**config.mk**
```make
export PLATFORM = sky130hd
export DESIGN_NAME = iram_init_loader
export DESIGN_NICKNAME = d
export VERILOG_FILES = /design/src/rtl/iram_init_loader.sv
export SDC_FILE = /design/constraint.sdc
export NUM_CORES = 1
export LEC_CHECK = 0
export CORE_ASPECT_RATIO = 0.9
export CORE_MARGIN = 2
export CORE_UTILIZATION = 57
export CTS_CLUSTER_DIAMETER = 200
export DETAILED_ROUTE_END_ITERATION = 12
export PLACE_DENSITY = 0.8
export SYNTH_ARGS = -nofsm -noshare
export SYNTH_HDL_FRONTEND = slang
export SYNTH_SLANG_ARGS = --single-unit
```
**constraint.sdc**
```tcl
create_clock -name RWCLK -period 3.5 [get_ports RWCLK]
set_clock_uncertainty 0.1 [all_clocks]
set_input_delay 0.7 -clock RWCLK [delete_from_list [all_inputs] [get_ports RWCLK]]
set_output_delay 0.7 -clock RWCLK [all_outputs]
set_load 0.02 [all_outputs]
```
**src/rtl/iram_init_loader.sv**
```systemverilog
// Instruction RAM initialisation master: unpacks a byte stream into 9-bit
// words, writes them through the RAM init port and validates the image.
module iram_init_loader #(
    parameter int MAX_WORDS = 512,
    parameter int BASE_ADDR = 0
) (
    input  logic       RWCLK,
    input  logic       RESET,
    input  logic       START,
    input  logic [7:0] SDATA,
    input  logic       SVALID,
    output logic       SREADY,
    output logic [8:0] INITADDR,
    output logic       WENABLE,
    output logic [8:0] INITDATA,
    output logic       CPU_HOLD,
    output logic       INITDONE,
    output logic       INITERR,
    output logic [1:0] ERRCODE
);

    typedef enum logic [2:0] {
        S_IDLE, S_LEN_LO, S_LEN_HI, S_W_LO,
        S_W_HI, S_CSUM, S_DONE, S_ERROR
    } state_t;

    localparam logic [8:0]  BASE9 = 9'(BASE_ADDR);
    localparam logic [17:0] BASE18 = 18'(BASE_ADDR);
    localparam logic [17:0] MAX18 = 18'(MAX_WORDS);

    state_t      state, state_nxt;
    logic [7:0]  acc, len_lo, lo_byte;
    logic [15:0] rem;
    logic [8:0]  waddr;

    logic        accept, start_go;
    logic [15:0] len_n;
    logic [7:0]  acc_sum;
    logic        len_bad, pad_bad, sum_ok;

    logic        sready_d, wr_d, err_set, done_set;
    logic [1:0]  errcode_d;

    assign accept   = SVALID & SREADY;
    assign len_n    = {SDATA, len_lo};
    assign acc_sum  = acc + SDATA;
    assign len_bad  = (len_n == 16'd0) ||
                      ((BASE18 + {2'b00, len_n}) > MAX18);
    assign pad_bad  = (SDATA[7:1] != 7'd0);
    assign sum_ok   = (acc_sum == 8'd0);
    assign start_go = START && ((state == S_IDLE) ||
                                (state == S_DONE) ||
                                (state == S_ERROR));

    // State register
    always_ff @(posedge RWCLK) begin
        if (!RESET) state <= S_IDLE;
        else        state <= state_nxt;
    end

    // Next-state decode; stream states advance only on a handshake
    always_comb begin
        state_nxt = state;
        unique case (state)
            S_IDLE, S_DONE, S_ERROR:
                if (START) state_nxt = S_LEN_LO;
            S_LEN_LO:
                if (accept) state_nxt = S_LEN_HI;
            S_LEN_HI:
                if (accept) state_nxt = len_bad ? S_ERROR : S_W_LO;
            S_W_LO:
                if (accept) state_nxt = S_W_HI;
            S_W_HI:
                if (accept) begin
                    if (pad_bad)          state_nxt = S_ERROR;
                    else if (rem == 16'd1) state_nxt = S_CSUM;
                    else                  state_nxt = S_W_LO;
                end
            S_CSUM:
                if (accept) state_nxt = sum_ok ? S_DONE : S_ERROR;
            default: state_nxt = S_IDLE;
        endcase
    end

    // Next values of the registered outputs
    always_comb begin
        sready_d  = (state_nxt == S_LEN_LO) || (state_nxt == S_LEN_HI) ||
                    (state_nxt == S_W_LO)   || (state_nxt == S_W_HI)   ||
                    (state_nxt == S_CSUM);
        wr_d      = 1'b0;
        err_set   = 1'b0;
        done_set  = 1'b0;
        errcode_d = 2'd0;
        if (accept) begin
            unique case (state)
                S_LEN_HI:
                    if (len_bad) begin
                        err_set   = 1'b1;
                        errcode_d = 2'd1;
                    end
                S_W_HI:
                    if (pad_bad) begin
                        err_set   = 1'b1;
                        errcode_d = 2'd2;
                    end else begin
                        wr_d = 1'b1;
                    end
                S_CSUM:
                    if (sum_ok) begin
                        done_set = 1'b1;
                    end else begin
                        err_set   = 1'b1;
                        errcode_d = 2'd3;
                    end
                default: ;
            endcase
        end
    end

    // Datapath, RAM port and status registers
    always_ff @(posedge RWCLK) begin
        if (!RESET) begin
            SREADY   <= 1'b0;
            WENABLE  <= 1'b0;
            INITADDR <= 9'd0;
            INITDATA <= 9'd0;
            CPU_HOLD <= 1'b1;
            INITDONE <= 1'b0;
            INITERR  <= 1'b0;
            ERRCODE  <= 2'd0;
            acc      <= 8'd0;
            len_lo   <= 8'd0;
            lo_byte  <= 8'd0;
            rem      <= 16'd0;
            waddr    <= 9'd0;
        end else begin
            SREADY  <= sready_d;
            WENABLE <= wr_d;
            if (start_go) begin
                acc      <= 8'd0;
                INITDONE <= 1'b0;
                INITERR  <= 1'b0;
                ERRCODE  <= 2'd0;
                CPU_HOLD <= 1'b1;
                waddr    <= BASE9;
            end else if (accept) begin
                acc <= acc_sum;
            end
            if (accept && state == S_LEN_LO) len_lo <= SDATA;
            if (accept && state == S_LEN_HI) rem <= len_n;
            if (accept && state == S_W_LO)   lo_byte <= SDATA;
            if (wr_d) begin
                INITADDR <= waddr;
                INITDATA <= {SDATA[0], lo_byte};
                waddr    <= waddr + 9'd1;
                rem      <= rem - 16'd1;
            end
            if (err_set) begin
                INITERR <= 1'b1;
                ERRCODE <= errcode_d;
            end
            if (done_set) begin
                INITDONE <= 1'b1;
                CPU_HOLD <= 1'b0;
            end
        end
    end

endmodule

```
==> results of run 1 <==
[through the flow]
step	std cells	total power [mW]	utilization, %
floorplan	441	1.09	-
global placement	562	1.16	68.1
detailed placement	562	1.17	68.1
CTS	578	1.84	71.3
global route	578	1.90	71.3
finish	578	1.84	71.3
[how the worst max path moves through the flow]
| stage | start | endpoint | slack, ns | depth (start not counted) |
|---|---|---|---|---|
| 6_report | SDATA[1] | ERRCODE[0]$_SDFFE_PN0P_ | 0.48 | 10 |
| 2_1_floorplan | SDATA[0] | INITERR$_SDFFE_PN0P_ | 0.79 | 9 |
| 3_5_place_dp | SDATA[1] | ERRCODE[0]$_SDFFE_PN0P_ | 0.16 | 8 |
| 3_3_place_gp | SDATA[1] | ERRCODE[0]$_SDFFE_PN0P_ | 0.23 | 10 |
| 4_1_cts | SDATA[1] | ERRCODE[0]$_SDFFE_PN0P_ | 0.52 | 10 |
| 5_1_grt | SDATA[1] | INITERR$_SDFFE_PN0P_ | 0.33 | 10 |
[cell type report]
class | instances | area share [%]
multi-input cells | 335 | 45.7
inverters | 8 | 0.681
well taps | 87 | 2.47
flip-flops and latches | 77 | 35.0
repair buffers | 55 | 11.7
clock inverters | 6 | 1.59
clock buffers | 10 | 2.90
[state kept, by name, indices dropped and copies added (netlist names)]
name / cells
CPU_HOLD: 1
ERRCODE: 2
INITADDR: 9
INITDATA: 9
INITDONE: 1
INITERR: 1
SREADY: 1
WENABLE: 1
acc: 8
len_lo: 8
lo_byte: 8
rem: 16
state: 3
waddr: 9
[critical path, delay by kind of cell]
family                   cells  cell delay, ns
XOR/XNOR                     1            0.20
buffers and inverters        3            0.88
adder cells (fa/ha/maj)      1            0.49
AND/OR/NAND/NOR              3            0.46
AO/OA/AOI/OAI                2            0.45
[layer usage]
metal / GRT usage [%] / up-vias / share of wire (%)
met1: 35.3 / 1580 / 46
li1: - / 1669 / -
met4: 10.0 / 0 / 1.5
met3: 5.55 / 17 / 5.9
met5: 0 / - / 0
met2: 42.3 / 118 / 46
[report_power, final]
part           internal, mW  leakage [nW]  switching (mW)
Sequential            0.895         0.622          0.0250
Combinational        0.0973         0.912           0.137
Clock                 0.334        0.0895           0.348
[placed cells by master (no fill, tap or decap), types with 8 or more instances in the layout]
cell	synthesis	final
sky130_fd_sc_hd__clkbuf_8	0	9
sky130_fd_sc_hd__mux2i_1	18	18
sky130_fd_sc_hd__nand2_1	62	62
sky130_fd_sc_hd__buf_4	2	18
sky130_fd_sc_hd__dfxtp_1	77	77
sky130_fd_sc_hd__a21oi_1	51	51
sky130_fd_sc_hd__o21ai_0	12	12
sky130_fd_sc_hd__nor3_1	8	8
sky130_fd_sc_hd__ha_1	10	10
sky130_fd_sc_hd__clkdlybuf4s50_1	0	36
sky130_fd_sc_hd__nor2_1	59	59
sky130_fd_sc_hd__nand3_1	10	10
[cells by family (layout without fill, tap and decap cells)]
group / Yosys count / count (layout)
AND/OR/NAND/NOR: 184 / 184
adder cells (fa/ha/maj): 11 / 11
XOR/XNOR: 8 / 8
flip-flops: 77 / 77
multiplexers: 19 / 19
buffers and inverters: 29 / 79
AO/OA/AOI/OAI: 113 / 113
==> results_dict.tcl, run 1 <==
set metrics [dict create \
    outcome "finished clean" \
    synthDistinctLibCells 66 \
    synth_fp_nets 464 \
    worstSetupEndpointType "register" \
    synthTopCellsByArea "sky130_fd_sc_hd__dfxtp_1 42%, sky130_fd_sc_hd__a21oi_1 6.9%, sky130_fd_sc_hd__nand2_1 6.3%, sky130_fd_sc_hd__nor2_1 6.0%, sky130_fd_sc_hd__mux2i_1 4.9%" \
    grt_pass1_wl_um 14500 \
    combined_area_of_the_multi_input_logic_cells_um2 2010 \
    postCtsHoldBufs 0 \
    primary_flip_flop_cell_chosen_by_synthesis_mapping "sky130_fd_sc_hd__dfxtp_1" \
    start_kind "input port" \
    worst_ir_drop_vdd_mv 0.304 \
    layout_worst_path_cycle_share_pct 86.2 \
    drt_iter0_markers 301 \
    cts_repair_resize_count 0 \
    num_io_pins 37 \
    synth_top_cell_area_share_pct 41.9 \
    tritoncts_num_sinks 77 \
    hp-start "INITADDR[3]$_SDFFE_PN0P_" \
    first_pass_iters 4 \
    worst-slew-pin-transition_ns 0.670 \
    synth_async_sr_flop_share_pct 0 \
    max_root_sink_buffers 2 \
    worstSkewPairLatency_ns 0.36 \
    synth-xor-area-share_pct 1.90 \
    n_antenna_cell 0 \
    post-cts-setup-buffers 0 \
    root_buffer "sky130_fd_sc_hd__clkbuf_8" \
    finalHoldViolations 0 \
    postRouteWirelength_um 9040 \
    synth_edf_count 0 \
    slew_viol_final 0 \
    worst_setup_hold_path_clk_slew_ns 0.08 \
    min_delay_worst_endpoint "INITADDR[3]$_SDFFE_PN0P_" \
    cells_after_synth 441 \
    worst_hold_path.num_cells 2 \
    dpl.hpwl_um 6380 \
    power.leakage_nw 1.62 \
    synth_most_common_cell "sky130_fd_sc_hd__dfxtp_1" \
    final_min_period_ns 3.02 \
    post_synth_instance_area_um2 3680 \
    initial_core_util_pct 59.5 \
    yosysWarnings 0 \
    place_area_um2 4210 \
    maxSlewHeadroom_pct 55.2 \
    vias_per_cell 5.85 \
    reg2reg_from "acc[0]$_SDFFE_PP0P_" \
    antenna_violations_before_repair 0 \
    worst_r2r_endpoint "ERRCODE[0]$_SDFFE_PN0P_" \
    cts_htree_levels 3 \
    pin_count_of_the_biggest_net_entering_global_routing 33 \
    layout.area.seq_um2 1540 \
    setup_tns_ns 0 \
    floorplan.die_area_um2 7120 \
    synth-compound-area-share_pct 19.7 \
    area_growth_syn_to_layout_pct 19.8 \
    antenna_left 0 \
    synth.yosys.seq_area_share_pct 41.9 \
    num-fill-cells 525 \
    timing.hold.worst.class "reg -> reg" \
    ff2ff_path_depth 10 \
    groute.usage.overall_pct 26.6 \
    buffer_ports.inserted 36 \
    setup_repair_after_global_routing_missed_its_margin "false" \
    worst_path_max_delay_cell "sky130_fd_sc_hd__clkdlybuf4s50_1" \
    vias_in_the_first_global_route 3074 \
    cell_by_cell_listing_of_the_critical_path "clkdlybuf4s50_1 > inv_1 > fa_1 > nor2b_1 > o22ai_1 > xnor2_1 > nor4_1 > buf_4 > and3_1 > a221o_1" \
    timing.critical_path.fanout_max 5 \
    synth_largest_area_cell "sky130_fd_sc_hd__dfxtp_1" \
    synth.area.mux_share_pct 5.20 \
    fmaxAchievable_mhz 331 \
    power.density_nw_per_um2 417 \
    drive_above_1_share_pct 10.2 \
    design.final.nets 509 \
    cts_tree "yes" \
    globalRouteOverflowTotal 0 \
    worst_ep_arrival_ns 3.17 \
    synthAdderAreaFrac_pct 3.94 \
    postLayoutCellArea_um2 4410 \
    floorplan.rows 27 \
    setup_viol 0 \
    r2r_setup_slack_ns 1.04 \
    wire_per_inst_um 15.6 \
    path_class "in -> reg" \
    globalplace.congestion 0.979 \
    yosys_register_bits 77 \
    synth_simple_gate_area_share_pct 23.8 \
    syn-mean-instance-area_um2 8.34 \
    crit_required_ns 3.65 \
    cts_buffers 9 \
    dp_slack_ns 0.156 \
    crit_path_max_incr_delay_ns 0.60 \
    yosys-top-cells-count "77 x sky130_fd_sc_hd__dfxtp_1, 62 x sky130_fd_sc_hd__nand2_1, 59 x sky130_fd_sc_hd__nor2_1" \
    die_h_um 80.2 \
    dominant_combinational_cell_family_by_area_after_synthesis "simple AND/OR/NAND/NOR gates" \
    route.vias.total 3384 \
    drt_drc_violations_left 0 \
    worst_hold_slack_ns 0.356 \
    floorplan.core_area_um2 6180 \
    setup_ws_ns 0.482 \
    floorplan.die.width_um 88.7 \
    number_of_maximum_capacitance_violations 0 \
]
Power figures use the tool's default switching activity.
==> inputs of run 2 (changes only) <==
- SKIP_LAST_GASP: default -> 1
==> results of run 2 <==
No change in the layout: final DEF, timing and power equal those of run 1.
==> inputs of run 3 (changes only) <==
- TNS_END_PERCENT: default -> 10
==> results of run 3 <==
No change in the layout: final DEF, timing and power equal those of run 1.
==> RTL edit 1 (settings of run 2) <==
Put one more register stage on the output `ERRCODE`, cleared by the reset. The value now appears one clock later. The other outputs are not delayed to match.
--- a/src/rtl/iram_init_loader.sv
+++ b/src/rtl/iram_init_loader.sv
@@ -27,6 +27,8 @@
     localparam logic [8:0]  BASE9 = 9'(BASE_ADDR);
     localparam logic [17:0] BASE18 = 18'(BASE_ADDR);
     localparam logic [17:0] MAX18 = 18'(MAX_WORDS);
+
+    logic [1:0] ERRCODE_s0;
 
     state_t      state, state_nxt;
     logic [7:0]  acc, len_lo, lo_byte;
@@ -127,7 +129,7 @@
             CPU_HOLD <= 1'b1;
             INITDONE <= 1'b0;
             INITERR  <= 1'b0;
-            ERRCODE  <= 2'd0;
+            ERRCODE_s0 <= 2'd0;
             acc      <= 8'd0;
             len_lo   <= 8'd0;
             lo_byte  <= 8'd0;
@@ -140,7 +142,7 @@
                 acc      <= 8'd0;
                 INITDONE <= 1'b0;
                 INITERR  <= 1'b0;
-                ERRCODE  <= 2'd0;
+                ERRCODE_s0 <= 2'd0;
                 CPU_HOLD <= 1'b1;
                 waddr    <= BASE9;
             end else if (accept) begin
@@ -157,7 +159,7 @@
             end
             if (err_set) begin
                 INITERR <= 1'b1;
-                ERRCODE <= errcode_d;
+                ERRCODE_s0 <= errcode_d;
             end
             if (done_set) begin
                 INITDONE <= 1'b1;
@@ -166,5 +168,13 @@
         end
     end
 
+    always_ff @(posedge RWCLK) begin
+        if (!RESET) begin
+            ERRCODE <= '0;
+        end else begin
+            ERRCODE <= ERRCODE_s0;
+        end
+    end
+
 endmodule
 
Function: changed (a bounded check fails within 4 cycles, from zero or initial values and one cycle with RESET low).
==> RTL edit 1 against run 2 <==
  * Worst hold slack about the same
  * Area after synthesis is 0.95% higher
  * Wire length up 0.29%
  * Sequential cell count rose by 2
  * Power is 4.6% lower
  * Setup slack lost 0.12 ns
  * Final area up 0.74%
  * Sequential power rose by 1%
  * Largest cell class unchanged
==> RTL edit 1: results (changes against run 2) <==
Dpl cells -> 576 (+2.5%)
Worst Path Arrival -> 3.28 ns (+0.11 ns)
Post-synthesis sequential area ratio -> 42.57% (+0.68 points)
Leakage power -> 1.618 nW (-0.30%)
Most flop-heavy register -> rem
Critical-path maximum fanout -> 6 (+1)
Vias in the first global route -> 3,152 (+2.5%)
Top cells by area, synth -> dfxtp_1, a21oi_1, nand2_1
GRT Total Usage -> 27.04% (+0.44 points)
Post-synth top cells -> dfxtp_1, nand2_1, a21oi_1
Post-CTS Setup Repair Bufs -> 0 (unchanged)
Avg Synthesized Cell Area -> 8.129 µm² (-2.6%)
Status -> completed
Router iterations before antenna repair -> 5 (+1)
FF-to-FF path depth -> 7 (-3)
Iteration-0 DRC Markers -> 213 (-29%)
Hold Crit Depth -> 2 (unchanged)
HPWL Detailed -> 6.401 mm (+0.37%)
Ys async rst share -> 0% (unchanged)
Crit-path max cell delay -> 0.58 ns (-0.02 ns)
Global-route wire length before repair -> 15.10 mm (+3.8%)
Placed Area -> 4255 µm² (+1.1%)
Global placement routability congestion -> 0.8834 (-9.8%)
Setup WS pre-CTS -> 0.01375 ns (-0.1417 ns)
Yosys cell types -> 57 (-14%)
Maximum VDD drop -> 234.3 µV (-23%)
Clk buf depth -> 2 (unchanged)
Share of layout cells above drive strength 1 -> 9.703% (-0.48 points)
Routed vias -> 3,409 (+0.74%)
Filler cells -> 527 (+0.38%)
Nets -> 523 (+2.8%)
Total number of yosys warnings -> 0 (unchanged)
Max_slew headroom -> 59.50% (+4.3 points)
CTS buffer count -> 9 (unchanged)
Syn nets -> 480 (+3.4%)
Vias per cell -> 5.758 (-1.6%)
CP max stage cell -> clkdlybuf4s50_1
Total detailed-routing wirelength -> 9.064 mm (+0.29%)
Ant diodes -> 0 (unchanged)
RTL edit 1: kinds of logic after synthesis:
family	share of synthesized area, %
buffers and inverters	3.570
AND/OR/NAND/NOR	25.56
multiplexers	4.311
adder cells (fa/ha/maj)	3.907
flip-flops	42.57
XOR/XNOR	2.358
AO/OA/AOI/OAI	17.72
RTL edit 1: layer usage:
metal	vias to the layer above	global-route usage [%]	routed length, µm
met1	1599	38.33	4356
met2	99	39.93	3987
met3	15	6.269	542
met4	0	9.701	178
met5	-	0	0
li1	1696	-	-
RTL edit 1: cell type report:
cell class	count	area, µm²	area share [%]
clock buffers	12	155.1	3.495
clock inverters	4	28.78	0.6483
inverters	9	33.78	0.7610
multi-input cells	344	2001	45.07
flip-flops and latches	79	1582	35.63
well taps	87	108.9	2.452
repair buffers	57	530.5	11.95
RTL edit 1: critical path, delay by kind of cell:
| kind | cells | cell delay [ns] |
|---|---|---|
| AO/OA/AOI/OAI | 4 | 0.95 |
| buffers and inverters | 2 | 0.71 |
| adder cells (fa/ha/maj) | 1 | 0.46 |
| AND/OR/NAND/NOR | 3 | 0.46 |
RTL edit 1: final timing paths:
check | to | slack [ns] | startpoint
max | ERRCODE_s0[0] | 0.36 | SDATA[1]
min | INITADDR[5] | 0.36 | INITADDR[5]
max reg2reg | SREADY | 0.56 | rem[6]
min reg2reg | INITADDR[5] | 0.36 | INITADDR[5]
RTL edit 1: where the power goes:
| part | internal, mW | switching (mW) | leakage, nW |
|---|---|---|---|
| combinational | 0.0794 | 0.113 | 0.891 |
| clock | 0.298 | 0.332 | 0.0890 |
| sequential | 0.913 | 0.0177 | 0.637 |
==> RTL edit 2 (settings of run 2) <==
Without the edit above. Change the parameter `MAX_WORDS` from 512 to 256.
--- a/src/rtl/iram_init_loader.sv
+++ b/src/rtl/iram_init_loader.sv
@@ -1,7 +1,7 @@
 // Instruction RAM initialisation master: unpacks a byte stream into 9-bit
 // words, writes them through the RAM init port and validates the image.
 module iram_init_loader #(
-    parameter int MAX_WORDS = 512,
+    parameter int MAX_WORDS = 256,
     parameter int BASE_ADDR = 0
 ) (
     input  logic       RWCLK,
Check against the original RTL: not equivalent (a bounded check fails within 4 cycles, from zero or initial values and one cycle with RESET low).
==> RTL edit 2 against run 2 <==
  * Wire length fell by 0.49%
  * Largest cell class unchanged
  * Clock power decreased by 1%
  * Power down 5.2%
  * Area after synthesis up 2.8%
  * Synthesized cell count increased by 3.2%
  * First-iteration DRC count rose by 5.0%
  * Final cell count is 1.4% higher
  * Final area up 0.62%
  * Sequential cell count unchanged
  * Setup slack lost 0.13 ns
==> RTL edit 2: results (changes against run 2) <==
Status -> completed
Cts repair resizes -> 0 (unchanged)
Largest net degree at the start of global routing -> 50 (+52%)
Dpl cells -> 570 (+1.4%)
Critical-path maximum fanout -> 3 (-2)
Leakage power -> 1.766 nW (+8.8%)
Ant diodes -> 0 (unchanged)
Wire length per cell -> 15.35 µm (-1.8%)
GRT Total Usage -> 25.13% (-1.5 points)
Max reg flops -> 16 (unchanged)
Port Buffers -> 36 (unchanged)
Post-synthesis sequential area ratio -> 40.75% (-1.1 points)
Clock Pin Slew Worst Setup and Hold Paths -> 0.09 ns
Yosys cell types -> 63 (-4.5%)
Clock root cell -> clkbuf_8
CTS buffer count -> 9 (unchanged)
Router iterations before antenna repair -> 5 (+1)
Top cells by area, synth -> dfxtp_1, nand2_1, a21oi_1
Met3 wire len -> 447 µm (-16%)
H-Tree Depth -> 3 (unchanged)
Worst hold path class -> reg2reg
Final non-filler cell total -> 586 (+1.4%)
Avg Synthesized Cell Area -> 8.313 µm² (-0.37%)
Worst Tran Pin Value -> 0.5281 ns (-0.1418 ns)
Vias in the first global route -> 3,140 (+2.1%)
Post-CTS Setup Repair Bufs -> 0 (unchanged)
Worst-Skew Late Latency -> 0.35 ns
Met2 wire len -> 4.094 mm (-1.9%)
Initial antenna violation count -> 0 (unchanged)
M1 wire length -> 4.269 mm (+1.8%)
Share of layout cells above drive strength 1 -> 8.871% (-1.3 points)
Setup TNS -> 0 ns (unchanged)
Most flop-heavy register -> rem
Clk buf depth -> 2 (unchanged)
Syn nets -> 478 (+3.0%)
Maximum VDD drop -> 309.6 µV (+1.9%)
Routed vias -> 3,443 (+1.7%)
Iteration-0 DRC Markers -> 316 (+5.0%)
Total number of yosys warnings -> 0 (unchanged)
Nets -> 514 (+0.98%)
Worst Path Arrival -> 3.29 ns (+0.12 ns)
Post-synth top cells -> dfxtp_1, nand2_1, nor2_1
HPWL Detailed -> 6.165 mm (-3.3%)
Ys async rst share -> 0% (unchanged)
Global placement routability congestion -> 0.9246 (-5.6%)
Global-route wire length before repair -> 14.70 mm (+1.1%)
Top FF cell, synth -> dfxtp_1
Switching pwr -> 0.4518 mW (-11%)
[RTL edit 2: cell types whose count changed in the layout (fill, tap and decap cells not counted), sizes merged, moves of 3 or more]
cell	run 2	this run
o21ai	13	29
nand2	62	74
a21oi	51	40
or3	2	10
nor2	60	53
nor4	2	8
buf	19	14
and2	4	8
a22oi	4	1
a31o	3	0
or4	4	1
xnor2	4	1
[RTL edit 2: final timing paths]
kind | end | depth (start not counted) | slack [ns] | from
setup / recovery | state[0] | 9 | 0.35 | SDATA[0]
hold / removal | INITDATA[4] | 2 | 0.35 | lo_byte[4]
setup reg to reg | state[0] | 8 | 0.88 | acc[0]
hold reg to reg | INITDATA[4] | 2 | 0.35 | lo_byte[4]
[RTL edit 2: layout make-up]
class / count / area (µm²)
Multi-Input combinational cell: 346 / 2090
Fill cell: 551 / 2082
Sequential cell: 77 / 1541
Timing Repair Buffer: 50 / 465.4
Clock buffer: 10 / 127.6
Tap cell: 90 / 112.6
Clock inverter: 6 / 71.32
Inverter: 7 / 26.28
[RTL edit 2: stage by stage]
step / utilization, % / setup WS, ns / instance area, µm² / power (mW) / hold slack [ns]
2_1_floorplan: - / 0.7799 / 3782 / 1.021 / 0.3315
3_3_place_gp: 65.00 / 0.1642 / 4235 / 1.076 / 0.3397
3_5_place_dp: 65.00 / 0.1034 / 4235 / 1.082 / 0.3456
4_1_cts: 68.05 / 0.3962 / 4434 / 1.743 / 0.3575
5_1_grt: 68.05 / 0.2333 / 4434 / 1.802 / 0.3713
6_report: 68.05 / 0.3475 / 4434 / 1.741 / 0.3499
[RTL edit 2: cell families after synthesis]
group                    share of synthesized area (%)
AND/OR/NAND/NOR                                  27.65
flip-flops                                       40.75
AO/OA/AOI/OAI                                    16.47
multiplexers                                     5.028
XOR/XNOR                                         2.249
buffers and inverters                            4.003
adder cells (fa/ha/maj)                          3.837
[RTL edit 2: power groups by stage]
stage,Combinational (mW),Sequential (mW),Clock [mW]
floorplan,0.104,0.917,0
global placement,0.155,0.921,0
detailed placement,0.160,0.922,0
CTS,0.162,0.901,0.680
global route,0.178,0.904,0.720
finish,0.164,0.902,0.675
[RTL edit 2: worst max-delay path, stage by stage]
cell and delay [ns]:
clkdlybuf4s50_1 0.45, ha_1 0.26, fa_1 0.42, a211oi_1 0.40
nor2_1 0.12, xor2_1 0.18, nor4_2 0.30, nand3_1 0.16
o31a_1 0.29
[RTL edit 2: metal layers]
layer | vias up | GRT usage [%]
li1 | 1675 | -
met1 | 1621 | 33.26
met2 | 121 | 40.45
met3 | 26 | 6.865
met4 | 0 | 8.308
met5 | - | 0
